<file path="src/rtl/multi_alarm_clock.sv">
// 24-hour BCD real-time clock with N programmable hh:mm alarms, snooze and ring timeout.
// A prescaler derives the 1 s tick; a three-state ring controller drives alarm/snoozing.
module multi_alarm_clock #(
  parameter int CLK_HZ     = 10,
  parameter int N_ALARMS   = 4,
  parameter int AIDX_W     = 2,
  parameter int SNOOZE_SEC = 300,
  parameter int RING_SEC   = 60
) (
  input  logic                clock,
  input  logic                reset,
  input  logic                ld_time,
  input  logic                ld_alarm,
  input  logic [AIDX_W-1:0]   alarm_sel,
  input  logic [1:0]          set_h1,
  input  logic [3:0]          set_h0,
  input  logic [2:0]          set_m1,
  input  logic [3:0]          set_m0,
  input  logic [N_ALARMS-1:0] alarm_en,
  input  logic                stop_alarm,
  input  logic                snooze,
  output logic [1:0]          h1,
  output logic [3:0]          h0,
  output logic [2:0]          m1,
  output logic [3:0]          m0,
  output logic [2:0]          s1,
  output logic [3:0]          s0,
  output logic                tick_1s,
  output logic                alarm,
  output logic [N_ALARMS-1:0] alarm_src,
  output logic                snoozing,
  output logic                ld_err
);

  localparam int PS_W   = (CLK_HZ > 2) ? $clog2(CLK_HZ) : 1;
  localparam int RING_W = $clog2(RING_SEC + 1);
  localparam int SNZ_W  = $clog2(SNOOZE_SEC + 1);
  localparam logic [31:0] N_ALARMS_U = N_ALARMS;

  typedef enum logic [1:0] {
    S_IDLE    = 2'd0,
    S_RINGING = 2'd1,
    S_SNOOZE  = 2'd2
  } state_t;

  logic [PS_W-1:0] ps_q, ps_d;
  logic            tick_q, tick_d;
  logic            wrap;
  logic [1:0]      h1_q, h1_d;
  logic [3:0]      h0_q, h0_d;
  logic [2:0]      m1_q, m1_d;
  logic [3:0]      m0_q, m0_d;
  logic [2:0]      s1_q, s1_d;
  logic [3:0]      s0_q, s0_d;
  logic [12:0]     slot_q [N_ALARMS];
  logic [12:0]     slot_d [N_ALARMS];
  logic            ld_err_q, ld_err_d;

  state_t              state_q, state_d;
  logic [N_ALARMS-1:0] src_q, src_d;
  logic [RING_W-1:0]   ring_q, ring_d;
  logic [SNZ_W-1:0]    snz_q, snz_d;
  logic                alarm_q, alarm_d;
  logic                snoozing_q, snoozing_d;

  logic                set_valid;
  logic                sel_ok;
  logic                time_load;
  logic [12:0]         set_word;
  logic [12:0]         cur_hm;
  logic [N_ALARMS-1:0] match;

  assign set_valid = (set_h1 <= 2'd2) && (set_h0 <= 4'd9) &&
                     ((set_h1 != 2'd2) || (set_h0 <= 4'd3)) &&
                     (set_m1 <= 3'd5) && (set_m0 <= 4'd9);
  assign sel_ok    = (32'(alarm_sel) < N_ALARMS_U);
  assign time_load = ld_time && set_valid;
  assign set_word  = {set_h1, set_h0, set_m1, set_m0};
  assign cur_hm    = {h1_q, h0_q, m1_q, m0_q};

  // Prescaler; a valid time load restarts the second and suppresses this cycle's tick.
  always_comb begin
    wrap   = (ps_q == PS_W'(CLK_HZ - 1));
    ps_d   = wrap ? '0 : ps_q + PS_W'(1);
    tick_d = wrap;
    if (time_load) begin
      ps_d   = '0;
      tick_d = 1'b0;
    end
  end

  always_comb begin
    h1_d = h1_q;
    h0_d = h0_q;
    m1_d = m1_q;
    m0_d = m0_q;
    s1_d = s1_q;
    s0_d = s0_q;
    if (time_load) begin
      h1_d = set_h1;
      h0_d = set_h0;
      m1_d = set_m1;
      m0_d = set_m0;
      s1_d = '0;
      s0_d = '0;
    end else if (wrap) begin
      if (s0_q != 4'd9) begin
        s0_d = s0_q + 4'd1;
      end else begin
        s0_d = '0;
        if (s1_q != 3'd5) begin
          s1_d = s1_q + 3'd1;
        end else begin
          s1_d = '0;
          if (m0_q != 4'd9) begin
            m0_d = m0_q + 4'd1;
          end else begin
            m0_d = '0;
            if (m1_q != 3'd5) begin
              m1_d = m1_q + 3'd1;
            end else begin
              m1_d = '0;
              if ((h1_q == 2'd2) && (h0_q == 4'd3)) begin
                h1_d = '0;
                h0_d = '0;
              end else if (h0_q == 4'd9) begin
                h0_d = '0;
                h1_d = h1_q + 2'd1;
              end else begin
                h0_d = h0_q + 4'd1;
              end
            end
          end
        end
      end
    end
  end

  always_comb begin
    for (int unsigned i = 0; i < N_ALARMS; i++) begin
      slot_d[i] = slot_q[i];
      if (ld_alarm && set_valid && (alarm_sel == AIDX_W'(i))) begin
        slot_d[i] = set_word;
      end
    end
    ld_err_d = (ld_time && !set_valid) || (ld_alarm && !(set_valid && sel_ok));
  end

  // tick_q marks the cycle in which the freshly advanced time is visible.
  always_comb begin
    for (int unsigned i = 0; i < N_ALARMS; i++) begin
      match[i] = tick_q && alarm_en[i] && (s1_q == 3'd0) && (s0_q == 4'd0) &&
                 (cur_hm == slot_q[i]);
    end
  end

  always_ff @(posedge clock or posedge reset) begin
    if (reset) begin
      ps_q     <= '0;
      tick_q   <= 1'b0;
      h1_q     <= '0;
      h0_q     <= '0;
      m1_q     <= '0;
      m0_q     <= '0;
      s1_q     <= '0;
      s0_q     <= '0;
      ld_err_q <= 1'b0;
      for (int unsigned i = 0; i < N_ALARMS; i++) begin
        slot_q[i] <= '0;
      end
    end else begin
      ps_q     <= ps_d;
      tick_q   <= tick_d;
      h1_q     <= h1_d;
      h0_q     <= h0_d;
      m1_q     <= m1_d;
      m0_q     <= m0_d;
      s1_q     <= s1_d;
      s0_q     <= s0_d;
      ld_err_q <= ld_err_d;
      for (int unsigned i = 0; i < N_ALARMS; i++) begin
        slot_q[i] <= slot_d[i];
      end
    end
  end

  always_ff @(posedge clock or posedge reset) begin
    if (reset) begin
      state_q <= S_IDLE;
    end else begin
      state_q <= state_d;
    end
  end

  always_comb begin
    state_d = state_q;
    src_d   = src_q;
    ring_d  = ring_q;
    snz_d   = snz_q;
    case (state_q)
      S_IDLE: begin
        if (!stop_alarm && (|match)) begin
          state_d = S_RINGING;
          src_d   = match;
          ring_d  = RING_W'(RING_SEC);
        end
      end
      S_RINGING: begin
        if (stop_alarm) begin
          state_d = S_IDLE;
          src_d   = '0;
        end else if (snooze) begin
          state_d = S_SNOOZE;
          src_d   = src_q | match;
          snz_d   = SNZ_W'(SNOOZE_SEC);
        end else if (|match) begin
          src_d  = src_q | match;
          ring_d = RING_W'(RING_SEC);
        end else if (tick_q) begin
          if (ring_q <= RING_W'(1)) begin
            state_d = S_IDLE;
            src_d   = '0;
            ring_d  = '0;
          end else begin
            ring_d = ring_q - RING_W'(1);
          end
        end
      end
      S_SNOOZE: begin
        if (stop_alarm) begin
          state_d = S_IDLE;
          src_d   = '0;
        end else if (|match) begin
          state_d = S_RINGING;
          src_d   = src_q | match;
          ring_d  = RING_W'(RING_SEC);
        end else if (tick_q) begin
          if (snz_q <= SNZ_W'(1)) begin
            state_d = S_RINGING;
            snz_d   = '0;
            ring_d  = RING_W'(RING_SEC);
          end else begin
            snz_d = snz_q - SNZ_W'(1);
          end
        end
      end
      default: begin
        state_d = S_IDLE;
        src_d   = '0;
      end
    endcase
  end

  always_comb begin
    alarm_d    = (state_d == S_RINGING);
    snoozing_d = (state_d == S_SNOOZE);
  end

  always_ff @(posedge clock or posedge reset) begin
    if (reset) begin
      src_q      <= '0;
      ring_q     <= '0;
      snz_q      <= '0;
      alarm_q    <= 1'b0;
      snoozing_q <= 1'b0;
    end else begin
      src_q      <= src_d;
      ring_q     <= ring_d;
      snz_q      <= snz_d;
      alarm_q    <= alarm_d;
      snoozing_q <= snoozing_d;
    end
  end

  assign h1        = h1_q;
  assign h0        = h0_q;
  assign m1        = m1_q;
  assign m0        = m0_q;
  assign s1        = s1_q;
  assign s0        = s0_q;
  assign tick_1s   = tick_q;
  assign ld_err    = ld_err_q;
  assign alarm     = alarm_q;
  assign snoozing  = snoozing_q;
  assign alarm_src = src_q;

endmodule

</file>
<file path="config.mk">
export PLATFORM = sky130hd
export DESIGN_NAME = multi_alarm_clock
export DESIGN_NICKNAME = d
export VERILOG_FILES = /design/src/rtl/multi_alarm_clock.sv
export SDC_FILE = /design/constraint.sdc
export NUM_CORES = 1
export LEC_CHECK = 0
export BUFFER_PORTS_ARGS = -buffer_cell sky130_fd_sc_hd__buf_2
export CAP_MARGIN = 5
export CORE_AREA = 4 4 138 113
export DETAILED_ROUTE_END_ITERATION = 8
export DIE_AREA = 0 0 142 117
export GPL_TIMING_DRIVEN = 0
export SETUP_SLACK_MARGIN = 0.15
export SLEW_MARGIN = 10
export SYNTH_ARGS = -nofsm -noshare
export SYNTH_HDL_FRONTEND = slang
export SYNTH_SLANG_ARGS = --single-unit
</file>
<file path="constraint.sdc">
create_clock -name clock -period 9.1 [get_ports clock]
set_input_delay 2.275 -clock clock [delete_from_list [all_inputs] [get_ports clock]]
set_output_delay 2.275 -clock clock [all_outputs]
set_load 0.05 [all_outputs]
</file>
# Word level (Yosys, flattened, before mapping)
# Index checks and enable logic that the tools add are counted.
[word_totals]
output_inout_bits = 28
in_bits = 25
ff_bits = 101
word_cells = 199
[op_classes]
n_bitwise = 1
muxes = 75
reduce_logical = 51
eq_ne = 37
n_lt_le_gt_ge = 7
n_addsub = 9
[ops]
columns = ["op", "n"]
rows = [
  ["$mux W4", 26],
  ["$mux W6", 10],
  ["$mux W9", 6],
  ["$eq A13 B13 Y1", 4],
  ["$mux W2", 18],
  ["$logic_and A1 B1 Y1", 30],
  ["$mux W3", 10],
  ["$ne A2 B2 Y1 const B", 12],
  ["$ne A3 B3 Y1 const B", 6],
  ["$pmux W6 S3", 1],
  ["$pmux W9 S2", 1],
  ["$add A4 B1 Y4 const B", 4],
  ["$pmux W4 S3", 1],
  ["$reduce_and A6 Y1", 2],
  ["$eq A2 B2 Y1 const B", 5],
  ["$ne A5 B5 Y1 const B", 2],
  ["$le A9 B1 Y1 const B", 1],
  ["$sub A9 B1 Y9 const B", 1],
  ["$eq A4 B4 Y1 const B", 2],
  ["$le A4 B4 Y1 const B", 2],
  ["$ne A4 B4 Y1 const B", 2],
  ["$reduce_and A4 Y1", 2],
  ["$reduce_and A8 Y1", 1],
  ["$add A3 B1 Y3 const B", 2],
  ["other kinds (22)", 29],
]

# Depth between registers and ports, before layout
[logic_depth]
word_depth = 10
ltp_mapped = 11

# Worst setup path after synthesis
# Ideal clock, no wire load.
[synth_timing]
path_kind = "input -> register"
startpoint = "input set_h0[3]"
endpoint = "register slot_q[26] (netlist name)"
path_stages = 7
path_slack_ns = 5.080
required_ns = 8.975
n_path_buf = 1
arrival_time_ns = 3.895
cell_sequence = "o22a_1 o22ai_1 and2_1 nand2_1 nor3b_1 buf_2 mux2_2"
[synth_between]
elab_chain_cells = 7
word_cells_on_any_way = 9
cone_classes = "order compare (2); reduce/logical (7)"
[synth_rtl]
columns = ["element", "line", "text"]
rows = [
  ["start, declared", "16", "input logic [3:0] set_h0,"],
  ["$le A4 B4 Y1 / $le A4 B2 Y1 (equally long branches)", "73, 74", ""],
  ["$logic_and A1 B1 Y1 / $logic_or A1 B1 Y1 (equally long branches)", "73, 74", ""],
  ["$logic_and A1 B1 Y1 (*)", "73", "assign set_valid = (set_h1 <= 2'd2) && (set_h0 <= 4'd9) &&"],
  ["$logic_and A1 B1 Y1 (*)", "74", "((set_h1 != 2'd2) || (set_h0 <= 4'd3)) &&"],
  ["$logic_and A1 B1 Y1 (*)", "75", "(set_m1 <= 3'd5) && (set_m0 <= 4'd9);"],
  ["$logic_and A1 B1 Y1 (*) (2 in series)", "142", "if (ld_alarm && set_valid && (alarm_sel == AIDX_W'(i))) begin"],
  ["end signal, assigned by index", "182", "slot_q[i] <= slot_d[i];"],
  ["end, declared", "55", "logic [12:0] slot_q [N_ALARMS];"],
]
# Every way passes the cells marked *; elsewhere a longest branch is shown, timed or not.
# A chain may end at the register's enable or synchronous reset.

# Final worst setup path
[layout_timing]
startpoint = "input set_h0[3]"
endpoint = "register slot_q[33] (netlist name)"
# The elaborated chain is that of the path after synthesis.

==> run_results.csv <==
group,metric,value,unit
floorplan,io_pins,53,
final_layout,layout.nets,643,
timing,tightest_slew,0.813,ns
floorplan,start_util,39.4,%
logic_synthesis,ys_seq_area_share,45.2,%
clock_network,cts_resized,0,
final_layout,final_cells,798,
worst_hold_path,hold_class,"flip-flop to flip-flop",
critical_path,end_kind,"flip-flop",
final_layout,area_growth,15.4,%
critical_path,arrival,4.48,ns
global_routing,grt-ovfl-total,0,
critical_path,cp.required,9.34,ns
critical_path,crit_fanout,10,
placed_design,placed_cells,782,
critical_path,cp-start-kind,"input port",
final_layout,fillers,1362,
pwr,netSwitchingPower,0.000644,W
worst_hold_path,min_from,"ps_q[0]",
timing,hold-worst-slack,0.499,ns
logic_synthesis,syn_nets,580,
placed_design,place_hpwl,10600,µm
pwr,powerDensity,263,nW/µm²
timing,grt_setup_unrepaired,"false",
timing,fin_crit_sh,46.6,%
route,drc,0,
global_routing,grt_max_degree,52,
clock_network,clkLatencyLatePin,0.35,ns
final_layout,final_layout_size_suffix_gt1_share,23.6,%
global_routing,grt_pass1_wl,22900,µm
logic_synthesis,yosys.area.top_type,"dfrtp_1",
clock_network,h-tree-depth,3,
timing,setup_viol,0,
logic_synthesis,synth_top_cell_area_share,45.2,%
final_layout,num_antenna_cells,0,
logic_synthesis,synth_seq_cells,101,
clock_network,cts_buffers,9,
clock_network,cts_tree,"done",
logic_synthesis,ys_warn_count,0,
pwr,p_sw_share,38.0,%
logic_synthesis,ys_top_cells_by_count,"dfrtp_1 (101), mux2_2 (53), nand2_1 (47), nor2_1 (41), xor2_1 (39)",
timing,drv_slew,0,
route,avgViaCountPerCell,5.43,
floorplan,rows,39,
route,routedWlPerCell,17.9,µm
clock_network,cts.path.max_buffers,2,
logic_synthesis,yosysMostFrequentCell,"dfrtp_1",
global_routing,track_usage,17.9,%
pwr,pwr-share-comb,36.5,%
logic_synthesis,synth_cell_types,58,
pwr,p_clk_share,26.4,%
run,max_cap_violations,0,
logic_synthesis,synth-main-ff-cell,"dfrtp_1",
logic_synthesis,synth-edff-count,0,
timing,skew,0.00682,ns
critical_path,timing.rr.start,"s1[0]",
route,dr.first_iter.drc_count,263,
placed_design,finalWeightedCongestion,0.848,
clock_network,hold_buffers,0,
logic_synthesis,ys_async_sr_fraction,100,%
pwr,p_seq_share,37.0,%
pwr,power_leakage,2.81,nW
placed_design,io_buffers,51,
run_status,status,"finished, final reports clean",
clock_network,post_cts_buffers,0,
floorplan,core_area,14200,µm²
timing,finalHoldViolations,0,
route,firstDrtPassIters,5,
floorplan,dieArea,16600,µm²
logic_synthesis,synth.area.top_cells,"dfrtp_1 (45%), mux2_2 (11%), xor2_1 (6.1%), nand2_1 (3.2%), xnor2_1 (3.0%)",
floorplan,die_y,117,µm
floorplan,fp.dieW,142,µm
route,vias,4336,
critical_path,critPathLaunch,"set_h0[3]",
logic_synthesis,syn_avg_cell_area,10.2,µm²
timing,fin_crit,4.24,ns
logic_synthesis,syn_inst,546,
global_routing,antenna_found_initial,0,
global_routing,grt_pass1_vias,4235,
route,detail-route-antenna-nets,0,
route,wl,14300,µm
timing,setup_tns,0,ns
logic_synthesis,netlist_area,5590,µm²
clock_network,cts_root_buf,"clkbuf_16",
clock_network,path_clk_slew,0.07,ns
timing,timing.fmax,0.236,GHz
final_layout,fin_util,45.4,%
critical_path,critPathKind,"input port to flip-flop",
timing,relSlewSlack,45.3,%
pwr,p_int,0.00105,W
clock_network,cts_sinks,101,
pwr,ir_worst_vdd,0.138,mV
## worst max-delay path: stages
cell	delay [ns]
buf_2	0.15
o22a_1	0.22
o22ai_1	0.20
and2_1	0.21
nand2_1	0.10
nor3b_1	0.52
buf_2	0.41
mux2_2	0.38
## area by class of cell
cell class	instances	area, µm²	area share [%]
clock inverter	6	118	1.82
sequential	101	2530	39.2
buffer	28	138	2.13
tap	184	230	3.57
inverter	13	51.3	0.795
timing repair buffer	52	283	4.38
multi-input combinational	404	2870	44.6
clock buffer	10	229	3.55
## sequential cells by signal, summed over array words and instances, names as in the netlist, 3 cells and up
name and count:
m0 4, slot_q 52, s0 4, m1 3
ps_q 4, ring_q 6, alarm_src 4, snz_q 9
s1 3, h0 4
## per-layer routing
metal,GRT usage [%],up-vias,wire length (µm)
li1,-,2079,-
met1,25.1,2142,6990
met2,27.8,98,6420
met3,4.06,17,632
met4,5.24,0,271
met5,0,-,0
## metrics by stage
stage	power [W]	setup WS, ns	cell area (µm²)
4_1_cts	0.00171	4.84	6450
3_3_place_gp	0.00124	2.95	6070
3_5_place_dp	0.00125	4.48	6100
5_1_grt	0.00179	4.69	6450
2_1_floorplan	0.00108	4.18	5590
6_report	0.00169	4.86	6450
## path summary, 6_finish.rpt
kind | end | slack [ns] | depth (start not counted)
max | slot_q[33] | 4.86 | 8
min | ps_q[0] | 0.50 | 1
max reg2reg | snz_q[4] | 6.13 | 9
min reg2reg | ps_q[0] | 0.50 | 1
max in group asynchronous | slot_q[13] | 6.40 | 3
min in group asynchronous | snoozing | 2.02 | 2
## cell families (layout without fill, tap and decap cells)
logic type	after synthesis	after routing	synth area share (%)
adder cells (fa/ha/maj)	9	9	2.02
AND/OR/NAND/NOR	191	191	18.7
buffers and inverters	41	109	3.34
flip-flops	101	101	45.2
XOR/XNOR	58	58	9.09
multiplexers	54	54	10.9
AO/OA/AOI/OAI	92	92	10.7
## placed cells by master (no fill, tap or decap), types with 11 or more instances in the layout
cell type  instances
nand4b_1          11
a21oi_1           20
nor3_1            12
nand2b_1          11
xnor2_1           19
inv_1             12
clkbuf_1          15
nor2_1            41
nor4_1            20
mux2_2            53
buf_2             59
nand2_1           47
o21ai_0           28
dfrtp_1          101
xor2_1            39
## power groups by stage
stage               clock [W]  combinational, W  sequential (W)
global placement            0          0.000605        0.000631
detailed placement          0          0.000618        0.000635
CTS                  0.000462          0.000620        0.000627
global route         0.000476          0.000671        0.000642
floorplan                   0          0.000367        0.000714
finish               0.000448          0.000619        0.000627
Note: power is estimated with default switching activity, not from simulation.
